$ cat src/rtl/hazard_forward_unit_if.sv
// ID/EX/MEM hazard bus between the pipeline and hazard_forward_unit.
// Optional stall_cnt exists only when HFU_STALL_CNT_EN is defined.
interface hazard_forward_unit_if #(
  parameter int REG_ADDR_W = 5,
  parameter int NUM_SRC = 2
);
  logic [NUM_SRC*REG_ADDR_W-1:0] id_src;
  logic [NUM_SRC-1:0] id_src_valid;
  logic id_valid;
  logic id_md_start;
  logic [REG_ADDR_W-1:0] id_md_dst;
  logic [REG_ADDR_W-1:0] ex_dst;
  logic ex_wr_en;
  logic ex_is_load;
  logic [REG_ADDR_W-1:0] mem_dst;
  logic mem_wr_en;
  logic [2*NUM_SRC-1:0] fwd_sel;
  logic stall_if;
  logic stall_id;
  logic flush_ex;
  logic md_busy;
  logic md_done;
`ifdef HFU_STALL_CNT_EN
  logic [15:0] stall_cnt;
`endif

  modport master (
`ifdef HFU_STALL_CNT_EN
    input stall_cnt,
`endif
    output id_src, id_src_valid, id_valid,
    output id_md_start, id_md_dst,
    output ex_dst, ex_wr_en, ex_is_load,
    output mem_dst, mem_wr_en,
    input fwd_sel, stall_if, stall_id, flush_ex,
    input md_busy, md_done
  );

  modport slave (
`ifdef HFU_STALL_CNT_EN
    output stall_cnt,
`endif
    input id_src, id_src_valid, id_valid,
    input id_md_start, id_md_dst,
    input ex_dst, ex_wr_en, ex_is_load,
    input mem_dst, mem_wr_en,
    output fwd_sel, stall_if, stall_id, flush_ex,
    output md_busy, md_done
  );
endinterface

$ cat src/rtl/hazard_forward_unit.sv
// ID/EX hazard detection, registered forwarding selects and mul/div tracking.
// Define HFU_STALL_CNT_EN to add a saturating 16-bit stall cycle counter.
module hazard_forward_unit #(
  parameter int REG_ADDR_W = 5,
  parameter int NUM_SRC = 2,
  parameter int MD_LAT = 4
) (
  input logic clk,
  input logic reset,
  hazard_forward_unit_if.slave bus
);
  localparam int CW = $clog2(MD_LAT) + 1;

  typedef enum logic [1:0] {
    IDLE,
    BUSY,
    DONE
  } md_state_t;

  md_state_t state_q, state_d;
  logic [CW-1:0] cnt_q, cnt_d;
  logic [REG_ADDR_W-1:0] md_dst_q, md_dst_d;
  logic [2*NUM_SRC-1:0] fwd_q, fwd_d;
  logic [NUM_SRC-1:0] live, hit_ex, hit_mem, hit_md;
  logic load_use, md_hazard, stall, md_busy;

  for (genvar k = 0; k < NUM_SRC; k++) begin : g_src
    logic [REG_ADDR_W-1:0] src;
    assign src = bus.id_src[k*REG_ADDR_W +: REG_ADDR_W];
    assign live[k] = bus.id_valid && bus.id_src_valid[k]
                     && (src != '0);
    assign hit_ex[k] = live[k] && bus.ex_wr_en
                       && (src == bus.ex_dst);
    assign hit_mem[k] = live[k] && bus.mem_wr_en
                        && (src == bus.mem_dst);
    assign hit_md[k] = live[k] && (src == md_dst_q);
    // EX producer wins over MEM: it is the younger write
    assign fwd_d[2*k +: 2] =
      stall                         ? 2'b00 :
      (hit_ex[k] && !bus.ex_is_load) ? 2'b01 :
      hit_mem[k]                    ? 2'b10 : 2'b00;
  end

  assign md_busy = (state_q != IDLE);
  assign load_use = bus.ex_is_load && (|hit_ex);
  assign md_hazard = md_busy && ((|hit_md) || bus.id_md_start);
  assign stall = reset && (load_use || md_hazard);

  always_comb begin
    state_d = state_q;
    cnt_d = cnt_q;
    md_dst_d = md_dst_q;
    unique case (state_q)
      IDLE: begin
        if (bus.id_md_start && bus.id_valid && !stall) begin
          state_d = BUSY;
          cnt_d = CW'(MD_LAT - 1);
          md_dst_d = bus.id_md_dst;
        end
      end
      BUSY: begin
        cnt_d = cnt_q - CW'(1);
        if (cnt_q == CW'(1)) state_d = DONE;
      end
      DONE: state_d = IDLE;
      default: state_d = IDLE;
    endcase
  end

  always_ff @(posedge clk) begin
    if (!reset) begin
      state_q <= IDLE;
      cnt_q <= '0;
      md_dst_q <= '0;
      fwd_q <= '0;
    end else begin
      state_q <= state_d;
      cnt_q <= cnt_d;
      md_dst_q <= md_dst_d;
      fwd_q <= fwd_d;
    end
  end

  assign bus.fwd_sel = fwd_q;
  assign bus.stall_if = stall;
  assign bus.stall_id = stall;
  assign bus.flush_ex = stall;
  assign bus.md_busy = md_busy;
  assign bus.md_done = (state_q == DONE);

`ifdef HFU_STALL_CNT_EN
  logic [15:0] stall_cnt_q;
  always_ff @(posedge clk) begin
    if (!reset) stall_cnt_q <= '0;
    else if (stall && stall_cnt_q != 16'hFFFF)
      stall_cnt_q <= stall_cnt_q + 16'd1;
  end
  assign bus.stall_cnt = stall_cnt_q;
`else
  // no stall counter in this build
`endif
endmodule
$ cat src/flat_wrapper.sv
// flat-port wrapper written by rule: the top's interface ports become plain ports
module hazard_forward_unit_flat 
#(
  parameter int REG_ADDR_W = 5,
  parameter int NUM_SRC = 2,
  parameter int MD_LAT = 4
)
  (clk, reset, bus_id_src, bus_id_src_valid, bus_id_valid, bus_id_md_start, bus_id_md_dst, bus_ex_dst, bus_ex_wr_en, bus_ex_is_load, bus_mem_dst, bus_mem_wr_en, bus_fwd_sel, bus_stall_if, bus_stall_id, bus_flush_ex, bus_md_busy, bus_md_done);
  hazard_forward_unit_if #(.REG_ADDR_W(REG_ADDR_W), .NUM_SRC(NUM_SRC)) bus_i ();
  input logic clk;
  input logic reset;
  input wire logic [$bits(bus_i.id_src)-1:0] bus_id_src;
  input wire logic [$bits(bus_i.id_src_valid)-1:0] bus_id_src_valid;
  input wire logic [$bits(bus_i.id_valid)-1:0] bus_id_valid;
  input wire logic [$bits(bus_i.id_md_start)-1:0] bus_id_md_start;
  input wire logic [$bits(bus_i.id_md_dst)-1:0] bus_id_md_dst;
  input wire logic [$bits(bus_i.ex_dst)-1:0] bus_ex_dst;
  input wire logic [$bits(bus_i.ex_wr_en)-1:0] bus_ex_wr_en;
  input wire logic [$bits(bus_i.ex_is_load)-1:0] bus_ex_is_load;
  input wire logic [$bits(bus_i.mem_dst)-1:0] bus_mem_dst;
  input wire logic [$bits(bus_i.mem_wr_en)-1:0] bus_mem_wr_en;
  output wire logic [$bits(bus_i.fwd_sel)-1:0] bus_fwd_sel;
  output wire logic [$bits(bus_i.stall_if)-1:0] bus_stall_if;
  output wire logic [$bits(bus_i.stall_id)-1:0] bus_stall_id;
  output wire logic [$bits(bus_i.flush_ex)-1:0] bus_flush_ex;
  output wire logic [$bits(bus_i.md_busy)-1:0] bus_md_busy;
  output wire logic [$bits(bus_i.md_done)-1:0] bus_md_done;
  assign bus_i.id_src = bus_id_src;
  assign bus_i.id_src_valid = bus_id_src_valid;
  assign bus_i.id_valid = bus_id_valid;
  assign bus_i.id_md_start = bus_id_md_start;
  assign bus_i.id_md_dst = bus_id_md_dst;
  assign bus_i.ex_dst = bus_ex_dst;
  assign bus_i.ex_wr_en = bus_ex_wr_en;
  assign bus_i.ex_is_load = bus_ex_is_load;
  assign bus_i.mem_dst = bus_mem_dst;
  assign bus_i.mem_wr_en = bus_mem_wr_en;
  assign bus_fwd_sel = bus_i.fwd_sel;
  assign bus_stall_if = bus_i.stall_if;
  assign bus_stall_id = bus_i.stall_id;
  assign bus_flush_ex = bus_i.flush_ex;
  assign bus_md_busy = bus_i.md_busy;
  assign bus_md_done = bus_i.md_done;
  hazard_forward_unit #(.REG_ADDR_W(REG_ADDR_W), .NUM_SRC(NUM_SRC), .MD_LAT(MD_LAT)) u_core (.clk(clk), .reset(reset), .bus(bus_i));
endmodule
$ cat config.mk
export PLATFORM = sky130hd
export DESIGN_NAME = hazard_forward_unit_flat
export DESIGN_NICKNAME = d
export VERILOG_FILES = /design/src/rtl/hazard_forward_unit_if.sv /design/src/rtl/hazard_forward_unit.sv /design/src/flat_wrapper.sv
export SDC_FILE = /design/constraint.sdc
export NUM_CORES = 1
export LEC_CHECK = 0
export ABC_AREA = 1
export BUFFER_PORTS_ARGS = -buffer_cell sky130_fd_sc_hd__buf_2
export CORE_UTILIZATION = 52
export CTS_CLUSTER_SIZE = 20
export DETAILED_ROUTE_END_ITERATION = 10
export HOLD_SLACK_MARGIN = 0.03
export PLACE_DENSITY = 0.83
export SLEW_MARGIN = 20
export SYNTH_ARGS = -nofsm -noshare
export SYNTH_HDL_FRONTEND = slang
export SYNTH_SLANG_ARGS = --single-unit
export TNS_END_PERCENT = 30
$ cat constraint.sdc
create_clock -name clk -period 2.3 [get_ports clk]
set_clock_uncertainty 0.05 [all_clocks]
set_input_delay 0.115 -clock clk [delete_from_list [all_inputs] [get_ports clk]]
set_output_delay 0.115 -clock clk [all_outputs]
set_load 0.01 [all_outputs]
### Word-level counts from Yosys, hierarchy flattened

Cells that the tools add are included.

| storage, ports and cells | value |
|---|---|
| register bits after elaboration | 14 |
| bits of input ports | 34 |
| output and inout bits | 9 |
| logic and storage cells | 66 |

| cells by class | value |
|---|---|
| add/subtract/negate cells | 1 |
| eq/ne operators | 11 |
| multiplexer cells | 9 |
| bitwise operators | 1 |
| reduce and logical (&&, ||, !) cells | 38 |

Operator list:

| cell | count |
|---|---|
| 5-bit equality test | 6 |
| 1-bit logical AND | 21 |
| 5-bit nonzero test | 2 |
| 2-bit 2-to-1 mux | 4 |
| 3-bit one-hot mux with 2 select lines | 1 |
| 2-bit AND reduction | 3 |
| 2-bit OR reduction | 3 |
| 3-bit OR reduction | 2 |
| 2-bit by 1-bit inequality test with 1-bit output (second input constant) | 2 |
| 2-bit one-hot mux with 2 select lines | 1 |
| 2-bit nonzero test | 2 |
| 3-bit by 1-bit equality test with 1-bit output (second input constant) | 1 |
| 3-bit 2-to-1 mux | 1 |
| 3-bit by 1-bit subtractor with 3-bit output (second input constant) | 1 |
| 2-bit by 1-bit equality test with 1-bit output (second input constant) | 1 |
| 2-bit equality test (second input constant) | 1 |
| 1-bit zero test | 2 |
| 2-bit zero test | 1 |
| 1-bit logical OR | 2 |
| 1-bit 2-to-1 mux | 2 |
| 1-bit NOT | 1 |

### Depth between registers and ports, before layout

Gate-level depths: netlist of run 1.

| depth | value |
|---|---|
| depth in word-level cells | 12 |
| mapped depth | 15 |

### Least setup slack after synthesis of run 1

No wires, ideal clock.

| path | value |
|---|---|
| path kind | reg-to-output |
| from | register u_core.md_dst_q[0] |
| to | output port bus_stall_id |
| arrival | 1.236 ns |
| required time | 2.135 ns |
| path slack | 0.899 ns |
| stages on the path, launching flop included | 11 |
| buffers on the path | 1 |
| path through | dfxtp_1 > xnor2_1 > nand2_1 > nor2_1 > nand2_1 > nand3_1 > nand2_1 > nand2_2 > nand2_4 > inv_1 > buf_4 |

| between the ends | value |
|---|---|
| word-level cells in the longest chain between the ends | 7 |
| elaborated cells between the ends (all ways) | 9 |
| those cells by class | eq/ne (2); reduce/logical (7) |

RTL lines:

| element | RTL line | RTL |
|---|---|---|
| from (decl) | hazard_forward_unit.sv:22 | `logic [REG_ADDR_W-1:0] md_dst_q, md_dst_d;` |
| from (signal assigned) | hazard_forward_unit.sv:79 | `md_dst_q <= md_dst_d;` |
| 5-bit equality test | hazard_forward_unit.sv:36 | `assign hit_md[k] = live[k] && (src == md_dst_q);` |
| 1-bit logical AND | hazard_forward_unit.sv:36 |  |
| 2-bit OR reduction * | hazard_forward_unit.sv:46 | `assign md_hazard = md_busy && ((\|hit_md) \|\| bus.id_md_start);` |
| 1-bit logical OR * | hazard_forward_unit.sv:46 |  |
| 1-bit logical AND * | hazard_forward_unit.sv:46 |  |
| 1-bit logical OR * | hazard_forward_unit.sv:47 | `assign stall = reset && (load_use \|\| md_hazard);` |
| 1-bit logical AND * | hazard_forward_unit.sv:47 |  |
| to (decl) | flat_wrapper.sv:24 | `output wire logic [$bits(bus_i.stall_id)-1:0] bus_stall_id;` |

Every way passes the cells marked *; elsewhere a longest branch is shown, timed or not.

### Worst setup path after layout of run 1

| path | value |
|---|---|
| from | register u_core.md_dst_q[4] |
| to | output port bus_stall_id |

The elaborated chain is that of the path after synthesis.

==> impl_results.md, run 1 <==
* Hold Crit Class: input port to register
* Routed wire length at 2.829 mm
* Area contributors post-synth: dfxtp_1 25%, nand2_1 14%, inv_1 9.6%
* First-pass GRT wire length at 4.933 mm
* Register Area at 280.3 um2
* Mapped cell area at 0.001130 mm2
* Max Freq at 561.9 MHz
* H-tree depth at 1
* Asr flop ratio synth at 0
* CTS tree: built
* Layout cell share with drive strength beyond 1 at 0.2857
* Clock Sink Count at 14
* Gr usage total at 0.2614
* Final Hold Viols at 0
* Initial Util at 0.5644
* Synth Register Bits at 14
* Register area share after synthesis at 0.2481
* Outcome: finished clean
* Drt pass-1 iters at 5
* Io pins at 43
* Synthesized instance count at 179
* Syn-to-layout area delta at 24.36%
* CP required at 2.13 ns
* Ant diodes at 0
* Layout Cells excl Fill at 251
* Setup CP Type: register to output port
* Yosys cell types at 28
* Worst-path cell chain: xnor2_1 > nand2_1 > nor2_1 > nand2_1 > nand3_1 > nand2_1 > nand2_2 > nand2_4 > inv_1 > buf_2
* Cell mode on critical path: nand2_1
* Initial antenna violation count at 0
* Synthesized area per cell at 6.312 um2
* Root Driver: clkbuf_4
* Synth Flop Type: dfxtp_1
* Tmin final at 1.780 ns
* Cts bufs inserted at 3
* CTS max path bufs at 2
* Port Buffers at 42
* Congestion Overflow GR at 0
* GPL Wtd Cong at 0.9629
* Fin. max-slew vios at 0
* Residual DRC at 0
* ANT nets after route at 0
* Worst Setup End Kind: output port
* Die H at 48.61 um
* DP HPWL at 2.312 mm
* Max Cap Violations at 0
* Via count at 1261
* Final TNS setup at 0 ns
* CP arrival at 1.61 ns
* Max_slew headroom at 0.5642
* Postcts setup bufs at 0
* Setup violations, final at 0
* Worst-Margin Slew at 0.6513 ns
* Routed WL per cell at 11.27 um
* Synth area leader: dfxtp_1
* Clk slew on worst S/H paths at 0.08 ns
* Crit-path max cell delay at 0.41 ns
* Core Box Area at 0.002002 mm2
* Area of the multi-input gates at 703.2 um2
* Area share of the largest cell type after synthesis at 0.2481
* Max IR drop VDD at 0.0003811 V
* Synth warn at 0
* Resized Gates After CTS at 0
* Die width at 48.61 um
* P_leak at 0.0007652 uW
* EDFF count, synth at 0
* Fin nets at 261
* Clk Latency, worst-skew pair at 0.28 ns
* Reg2Reg Setup Slack at 0.75 ns
* Number of global-route vias before repair at 1243
* Critical path peak fanout at 7
* Net Count, Synth at 215
* Largest net degree at the start of global routing at 10
* Core Rows at 16
* Worst setup SP type: register
* Post-Place Cells at 246
* Slowest cell on crit path: dfxtp_1
* Die area at 0.002363 mm2
* Fillers at 184
* Final period util at 0.7737
* PwrDens at 449.0 mW/mm2
* Via/cell ratio at 5.024
* Unrepaired setup endpoints after global routing: false
* Iter 0 DRT Violations at 53
-- where the power goes --
group / total, uW / switching, uW / internal [uW] / leakage (uW)
Clock: 177 / 80.9 / 96.3 / 0.0000210
Combinational: 189 / 110 / 79.4 / 0.000630
Sequential: 265 / 10.3 / 254 / 0.000114
-- state kept, by name, summed over array words and instances (netlist names) --
| signal | cells |
|---|---|
| u_core.bus.fwd_sel | 4 |
| u_core.cnt_q | 3 |
| u_core.md_dst_q | 5 |
| u_core.state_q | 2 |
-- synth_stat cells, types with 2 or more instances --
| cell | count |
|---|---|
| inv_1 | 29 |
| nand2_2 | 4 |
| or2_2 | 2 |
| o22ai_1 | 3 |
| nand2_1 | 41 |
| nand4_1 | 3 |
| ha_1 | 2 |
| xnor2_1 | 8 |
| buf_4 | 2 |
| o21ai_0 | 2 |
| nand3_1 | 16 |
| nor4_1 | 2 |
| nor2_1 | 18 |
| nand3_2 | 2 |
| dfxtp_1 | 14 |
| a21oi_2 | 2 |
| a21oi_1 | 9 |
| inv_2 | 5 |
| xor2_1 | 6 |
-- final timing paths --
path,start,to,cells after the start
max,u_core.md_dst_q[4],bus_stall_id,10
min,bus_id_md_dst[4],u_core.md_dst_q[4],3
max reg2reg,u_core.md_dst_q[4],u_core.cnt_q[0],12
min reg2reg,u_core.md_dst_q[1],u_core.md_dst_q[1],2
-- per-layer routing --
metal,global-route usage,routed length (um)
met1,0.2929,1171
met2,0.5046,1426
met3,0.04088,222
met4,0.06373,10
met5,0,0
-- cell type report --
cell class / instances / area share
Multi-Input combinational cell: 128 / 0.5004
Timing Repair Buffer: 43 / 0.1567
Tap cell: 27 / 0.02404
Clock buffer: 4 / 0.02582
Sequential cell: 14 / 0.1995
Inverter: 35 / 0.09350
-- worst max-delay path: cells and delay by family, from the launching register on --
| kind | cells | cell delay (ns) |
|---|---|---|
| buffers and inverters | 2 | 0.24 |
| AND/OR/NAND/NOR | 7 | 0.54 |
| flip-flops | 1 | 0.41 |
| XOR/XNOR | 1 | 0.14 |
-- kinds of logic after synthesis --
kind of cell / Yosys count / share of synthesized area
AOI/OAI and AO/OA: 19 / 0.1030
xor gates and xnor gates: 14 / 0.1085
DFF: 14 / 0.2481
and+or+nand+nor: 93 / 0.3887
buffers and inverters: 37 / 0.1296
adders and majority gates: 2 / 0.02214
-- placed cells by master, fill, tap and decap left out --
master / synthesis / layout
buf_2: 0 / 42
nand2_1: 41 / 41
inv_1: 29 / 29
nor2_1: 18 / 18
nand3_1: 16 / 16
dfxtp_1: 14 / 14
a21oi_1: 9 / 9
xnor2_1: 8 / 8
xor2_1: 6 / 6
inv_2: 5 / 5
nand2_2: 4 / 4
nand4_1: 3 / 3
o22ai_1: 3 / 3
clkbuf_4: 0 / 3
a21oi_2: 2 / 2
nand3_2: 2 / 2
nor4_1: 2 / 2
or2_2: 2 / 2
o21ai_0: 2 / 2
ha_1: 2 / 2
nor2_2: 1 / 1
clkinv_1: 1 / 1
nand2_4: 1 / 1
a211oi_1: 1 / 1
o221ai_1: 1 / 1
nand2_8: 1 / 1
or2_0: 1 / 1
a221oi_1: 1 / 1
nor3_1: 1 / 1
clkbuf_8: 0 / 1
dlygate4sd3_1: 0 / 1
-- stage by stage --
stage / util / hold slack [ns] / power (uW) / cell area (um2) / worst slack [ns]
final: 0.7019 / 0.05425 / 630.8 / 1405 / 0.5204
after global routing: 0.7019 / 0.05843 / 676.7 / 1405 / 0.3483
after CTS: 0.7019 / 0.04950 / 632.2 / 1405 / 0.5012
after detailed placement: 0.6788 / 0.2961 / 454.7 / 1359 / 0.8053
after global placement: 0.6788 / 0.2880 / 447.2 / 1359 / 0.8670
after floorplan: - / 0.1443 / 383.9 / 1130 / 0.8993
-- what timing repair did --
item,4_1_cts,5_1_grt
hold buffers,1,0
endpoints found under the hold margin,1,0
endpoints found under the setup margin,0,0
No activity file was read; power rests on OpenSTA's default activity.
==> run 2, diff against run 1 <==
Settings changed: CORE_UTILIZATION 52 to 44, PLACE_DENSITY 0.83 to 0.75.
Clock period 2.3 ns to 1.5 ns, I/O delays scaled along.
==> impl_results.md, run 2 (synthesis results as in run 1) <==
* Outcome: finished, violations left
* Failing checks: negative setup slack
* Pwr Total at 928.0 uW (+47%)
* Unrepaired setup endpoints after global routing: true
* P_leak at 0.0008114 uW (+6.0%)
* First-pass GRT wire length at 4.547 mm (-7.8%)
* Via count at 1274 (+1.0%)
* Final period util at 1.040
* Clock Sink Count at 14 (unchanged)
* Max Cap Violations at 0 (unchanged)
* M1 WL at 1.237 mm (+5.6%)
* Drt pass-1 iters at 4 (-1)
* Max reg flops at 5 (unchanged)
* Tmin final at 1.561 ns
* Clk slew on worst S/H paths at 0.08 ns (about the same)
* Root Driver: clkbuf_4
* CTS max path bufs at 2 (unchanged)
* Top Layer Used: met4
* Initial antenna violation count at 0 (unchanged)
* Largest net degree at the start of global routing at 10 (unchanged)
* Routed wire length at 2.701 mm (-4.5%)
* Critical path origin: u_core.md_dst_q[1]
* Core Rows at 17 (+1)
* Critical Path Sink: bus_stall_if
* Max IR drop VDD at 0.0004962 V (+30%)
* Setup violations, final at 5 (+5)
* Residual DRC at 0 (unchanged)
* Sw Pwr at 302.2 uW (+51%)
* Reg2Reg Setup Slack at -0.01 ns (-0.76 ns)
* Commonest non-fill, non-tap cell in the layout: buf_2
* Worst Setup End Kind: output port
* Clk Latency, worst-skew pair at 0.27 ns (about the same)
* Critical path peak fanout at 4 (-3)
* Setup CP Type: register to output port
* Worst setup margin at -0.06057 ns (-0.5810 ns)
* Initial Util at 0.4873 (-0.07706)
* Via/cell ratio at 4.881 (-2.8%)
* CP required at 1.37 ns (-0.76 ns)
* Met2 WL at 1.309 mm (-8.2%)
* Max Freq at 640.8 MHz
* PwrDens at 612.0 mW/mm2 (+36%)
* Int Pwr at 625.8 uW (+45%)
* CTS tree: built
* Fin nets at 271 (+3.8%)
* Crit-path max cell delay at 0.37 ns (-0.04 ns)
* Most frequent cells in the layout: 42 x buf_2, 41 x nand2_1, 27 x inv_1
* Final TNS setup at -0.1937 ns (-0.1937 ns)
* Syn-to-layout area delta at 34.22%
* Port Buffers at 42 (unchanged)
* Clock power frac at 0.225 (-0.056)
* Switching part of the total at 0.3257 (+0.007503)
* Gr usage total at 0.2202 (-0.04123)
* Number of global-route vias before repair at 1183 (-4.8%)
* Top reg by flops: u_core.md_dst_q
* Max_slew headroom at 0.7925 (+0.2283)
* Congestion Overflow GR at 0 (unchanged)
* Die H at 52.68 um (+8.4%)
* Ant diodes at 0 (unchanged)
* Crit Reg-Reg Startpoint: u_core.md_dst_q[1]
* H-tree depth at 1 (unchanged)
* Sequential share of power at 0.438 (+0.018)
* GPL Wtd Cong at 0.9285 (-3.6%)
* CP arrival at 1.44 ns (-0.17 ns)
* Iter 0 DRT Violations at 25 (-53%)
* Layout cell share with drive strength beyond 1 at 0.3391 (+0.05334)
* Worst R2R Path Depth at 15 (+3)
* Worst setup SP type: register
* Worst hold slack at 0.05358 ns (-0.0006688 ns)
* Hold Crit Class: input port to register
* Worst-Margin Slew at 0.3094 ns (-0.3419 ns)
* Worst-path cell chain: inv_2 > nand2_1 > nand2_1 > nand2_1 > nor2_1 > nand3_1 > nand3_1 > nand2_1 > nand2_2 > nand2_4 > inv_2 > buf_2
* Die width at 52.68 um (+8.4%)
* Final Hold Viols at 0 (unchanged)
* R2r endpoint: u_core.cnt_q[1]
* Slowest cell on crit path: dfxtp_4
* Cell mode on critical path: nand2_1
* Routed WL per cell at 10.35 um (-8.2%)
* Metal3 WL at 125 um (-44%)
* Core Box Area at 0.002318 mm2 (+16%)
* DP HPWL at 2.153 mm (-6.9%)
* Fin. max-slew vios at 0 (unchanged)
* Io pins at 43 (unchanged)
* ANT nets after route at 0 (unchanged)
* Die area at 0.002775 mm2 (+17%)
* Combinational power share at 0.338 (+0.038)
* Cts bufs inserted at 3 (unchanged)
run 2: changes by cell type in the layout (fill, tap and decap cells not counted), moves of 2 or more:
cell / change
a21oi_1: -2
a21oi_2: +2
buf_4: +3
dfxtp_1: -5
dfxtp_2: +4
dlygate4sd3_1: +5
inv_1: -2
inv_2: +2
run 2: worst min-delay path by stage:
stage / startpoint / endpoint / slack, ns / cells after the start
after floorplan: bus_ex_is_load / u_core.bus.fwd_sel[2] / 0.10 / 1
after global placement: bus_ex_is_load / u_core.bus.fwd_sel[2] / 0.25 / 2
after detailed placement: bus_ex_is_load / u_core.bus.fwd_sel[2] / 0.25 / 2
after CTS: reset / u_core.cnt_q[1] / 0.04 / 3
after global routing: reset / u_core.cnt_q[1] / 0.07 / 3
final: reset / u_core.cnt_q[0] / 0.05 / 3
run 2: final cells by class:
class                   count  area [um2]
clock buffers               3       22.52
fillers                   232       802.0
inverters                  35       131.4
multi-input cells         129       734.5
flip-flops and latches     14       289.0
well taps                  28       35.03
repair buffers             52       304.0
run 2: per-layer routing:
| layer | vias to the layer above | global-route usage |
|---|---|---|
| met5 | - | 0 |
| met4 | 0 | 0.06140 |
| met3 | 4 | 0.04638 |
| met2 | 37 | 0.3966 |
| met1 | 563 | 0.2578 |
| li1 | 670 | - |
run 2: what timing repair did:
item	CTS	global route
buffers inserted	3	0
hold endpoints to repair	6	0
pin swaps	2	1
cloned	0	1
resized for setup	7	6
hold buffers	6	0
setup endpoints to repair	3	12
run 2: per-stage QoR:
stage / util / instances / worst slack (ns) / area (um2)
after floorplan: - / 179 / 0.1329 / 1130
after global placement: 0.5899 / 248 / 0.03047 / 1368
after detailed placement: 0.5899 / 248 / 0.02459 / 1368
after CTS: 0.6395 / 260 / -0.06583 / 1483
after global routing: 0.6541 / 261 / -0.1831 / 1516
final: 0.6541 / 261 / -0.06057 / 1516
run 2: power groups by stage:
| stage | clock [uW] | sequential (uW) | combinational [uW] |
|---|---|---|---|
| detailed placement | 0 | 414 | 283 |
| global route | 229 | 409 | 355 |
| floorplan | 0 | 411 | 178 |
| global placement | 0 | 413 | 280 |
| CTS | 213 | 406 | 302 |
| finish | 209 | 406 | 313 |
run 2: worst max-delay path, delay by kind of cell (launching register included):
family                 cells  cell delay, ns
buffers and inverters      3            0.22
flip-flops                 1            0.37
AND/OR/NAND/NOR            9            0.57
==> run 3, diff against run 2 <==
Settings changed: CTS_BUF_LIST set to sky130_fd_sc_hd__clkbuf_8 sky130_fd_sc_hd__clkbuf_16, PLACE_DENSITY 0.75 to not set, PLACE_DENSITY_LB_ADDON set to 0.15, SETUP_SLACK_MARGIN set to 0.15.
==> impl_results.md, run 3 (synthesis results as in run 1) <==
* Outcome: finished, violations left
* Failing checks: negative setup slack
* Worst R2R Path Depth at 13 (-2)
* DP Area at 0.001369 mm2 (about the same)
* Max Cap Violations at 0 (unchanged)
* Worst hold path endpoint: u_core.md_dst_q[3]
* Pwr Total at 1115 uW (+20%)
* Reg2Reg Setup Slack at -0.12 ns (-0.11 ns)
* Fillers at 208 (-10%)
* Max reg flops at 5 (unchanged)
* Via/cell ratio at 5.150 (+5.5%)
* Top reg by flops: u_core.md_dst_q
* Max_slew headroom at 0.7520 (-0.04049)
* Setup CP Type: register to output port
* Fin. max-slew vios at 0 (unchanged)
* Cts bufs inserted at 3 (unchanged)
* Routed wire length at 3.187 mm (+18%)
* Worst-Margin Slew at 0.3706 ns (+0.06124 ns)
* Most frequent cells in the layout: 39 x nand2_1, 39 x buf_2, 27 x inv_1
* First-pass GRT wire length at 5.168 mm (+14%)
* Iter 0 DRT Violations at 28 (+12%)
* Unrepaired setup endpoints after global routing: true
* Drt pass-1 iters at 4 (unchanged)
* PwrDens at 695.3 mW/mm2 (+14%)
* Worst Setup End Kind: output port
* Max Freq at 610.8 MHz (-4.7%)
* CP arrival at 1.51 ns (+0.07 ns)
* H-tree depth at 1 (unchanged)
* Ant diodes at 0 (unchanged)
* WHS Path Cells at 3 (unchanged)
* CP required at 1.37 ns (about the same)
* Congestion Overflow GR at 0 (unchanged)
* Initial Util at 0.4873 (unchanged)
* Clk Latency, worst-skew pair at 0.25 ns (-0.02 ns)
* GPL Wtd Cong at 0.8840 (-4.8%)
* Worst setup margin at -0.1373 ns (-0.07675 ns)
* Residual DRC at 0 (unchanged)
* Initial antenna violation count at 0 (unchanged)
* ANT nets after route at 0 (unchanged)
* Routed WL per cell at 12.26 um (+18%)
* Crit Reg-Reg Startpoint: u_core.md_dst_q[3]
* Clk slew on worst S/H paths at 0.06 ns (-0.02 ns)
* Core Box Area at 0.002318 mm2 (unchanged)
* Via count at 1339 (+5.1%)
* Gr usage total at 0.2540 (+0.03389)
* Io pins at 43 (unchanged)
* Register Area at 291.5 um2 (+0.87%)
* CTS max path bufs at 2 (unchanged)
* DP HPWL at 2.337 mm (+8.6%)
* Die area at 0.002775 mm2 (unchanged)
* Critical path peak fanout at 3 (-1)
* Syn-to-layout area delta at 41.97%
* Number of global-route vias before repair at 1270 (+7.4%)
* R2r endpoint: u_core.cnt_q[1]
* Hold path start: bus_id_md_dst[3]
* Clock Sink Count at 14 (unchanged)
* Max IR drop VDD at 0.0006656 V (+34%)
* CTS tree: built
* Final Hold Viols at 0 (unchanged)
* Crit-path max cell delay at 0.36 ns (about the same)
* Root Driver: clkbuf_8
* Largest net degree at the start of global routing at 10 (unchanged)
* Final period util at 1.092 (+0.05117)
* Die width at 52.68 um (unchanged)
* Die H at 52.68 um (unchanged)
* Area of the multi-input gates at 784.5 um2 (+6.8%)
* Hold Crit Class: input port to register
* P_leak at 0.0008452 uW (+4.2%)
* Fin nets at 269 (-0.74%)
* Setup violations, final at 16 (+11)
* Core Rows at 17 (unchanged)
* Worst setup SP type: register
* Slowest cell on crit path: dfxtp_4
* Tmin final at 1.637 ns (+0.07675 ns)
* Port Buffers at 42 (unchanged)
* Worst-path cell chain: xnor2_2 > nand2_1 > nor2_1 > nand2_1 > nand3_2 > nand2_2 > nand2_2 > nand2_4 > inv_4 > buf_6
* Layout Cell Area excl Fill at 0.001604 mm2 (+5.8%)
* Layout cell share with drive strength beyond 1 at 0.3922 (+0.05319)
==> run 3: cell type report <==
cell class              count  area share
flip-flops and latches     14      0.1817
well taps                  28     0.02184
repair buffers             50      0.1895
clock buffers               4     0.03432
inverters                  35     0.08346
multi-input cells         129      0.4891
==> run 3: worst max-delay path by stage <==
stage | start | end | slack (ns)
CTS | u_core.md_dst_q[0] | bus_stall_id | -0.07
global placement | u_core.md_dst_q[3] | u_core.cnt_q[0] | 0.06
finish | u_core.md_dst_q[3] | bus_stall_id | -0.14
detailed placement | u_core.md_dst_q[4] | u_core.cnt_q[1] | 0.01
floorplan | u_core.md_dst_q[1] | u_core.cnt_q[0] | 0.15
global route | u_core.md_dst_q[0] | u_core.cnt_q[1] | -0.26
==> run 3: routing by layer <==
layer  track usage  part of all wire  vias up
met3       0.03768             0.057       13
met5             0                 0        -
li1              -                 -      668
met4       0.09211             0.027        0
met2        0.4705              0.51       54
met1        0.2879              0.40      604
==> run 3: report_power, final <==
part	internal, uW	switching (uW)
registers	390	17.7
clock network	233	131
logic	152	191
==> run 3: what timing repair did <==
action                                 in CTS  in global routing
setup buffers                               5                  1
hold buffers                                1                  0
setup endpoints to repair                  12                 16
endpoints found under the hold margin       1                  0
gates resized for setup                    14                 12
cloned                                      0                  1
pin swaps                                   6                  9
==> run 3: per-stage QoR <==
stage | util | cells | hold WS (ns) | worst slack, ns | TNS [ns]
floorplan | - | 179 | 0.1043 | 0.1549 | 0
global placement | 0.5904 | 248 | 0.2520 | 0.05658 | 0
detailed placement | 0.5904 | 248 | 0.2556 | 0.01434 | 0
CTS | 0.6589 | 258 | 0.03392 | -0.07196 | -0.4774
global route | 0.6919 | 260 | 0.06008 | -0.2598 | -3.490
finish | 0.6919 | 260 | 0.04260 | -0.1373 | -1.291
==> run 3: worst max-delay path: cells and delay by family (launching register included) <==
kind	cells	cell delay, ns
buffers and inverters	2	0.18
AND/OR/NAND/NOR	7	0.56
XOR/XNOR	1	0.16
flip-flops	1	0.36
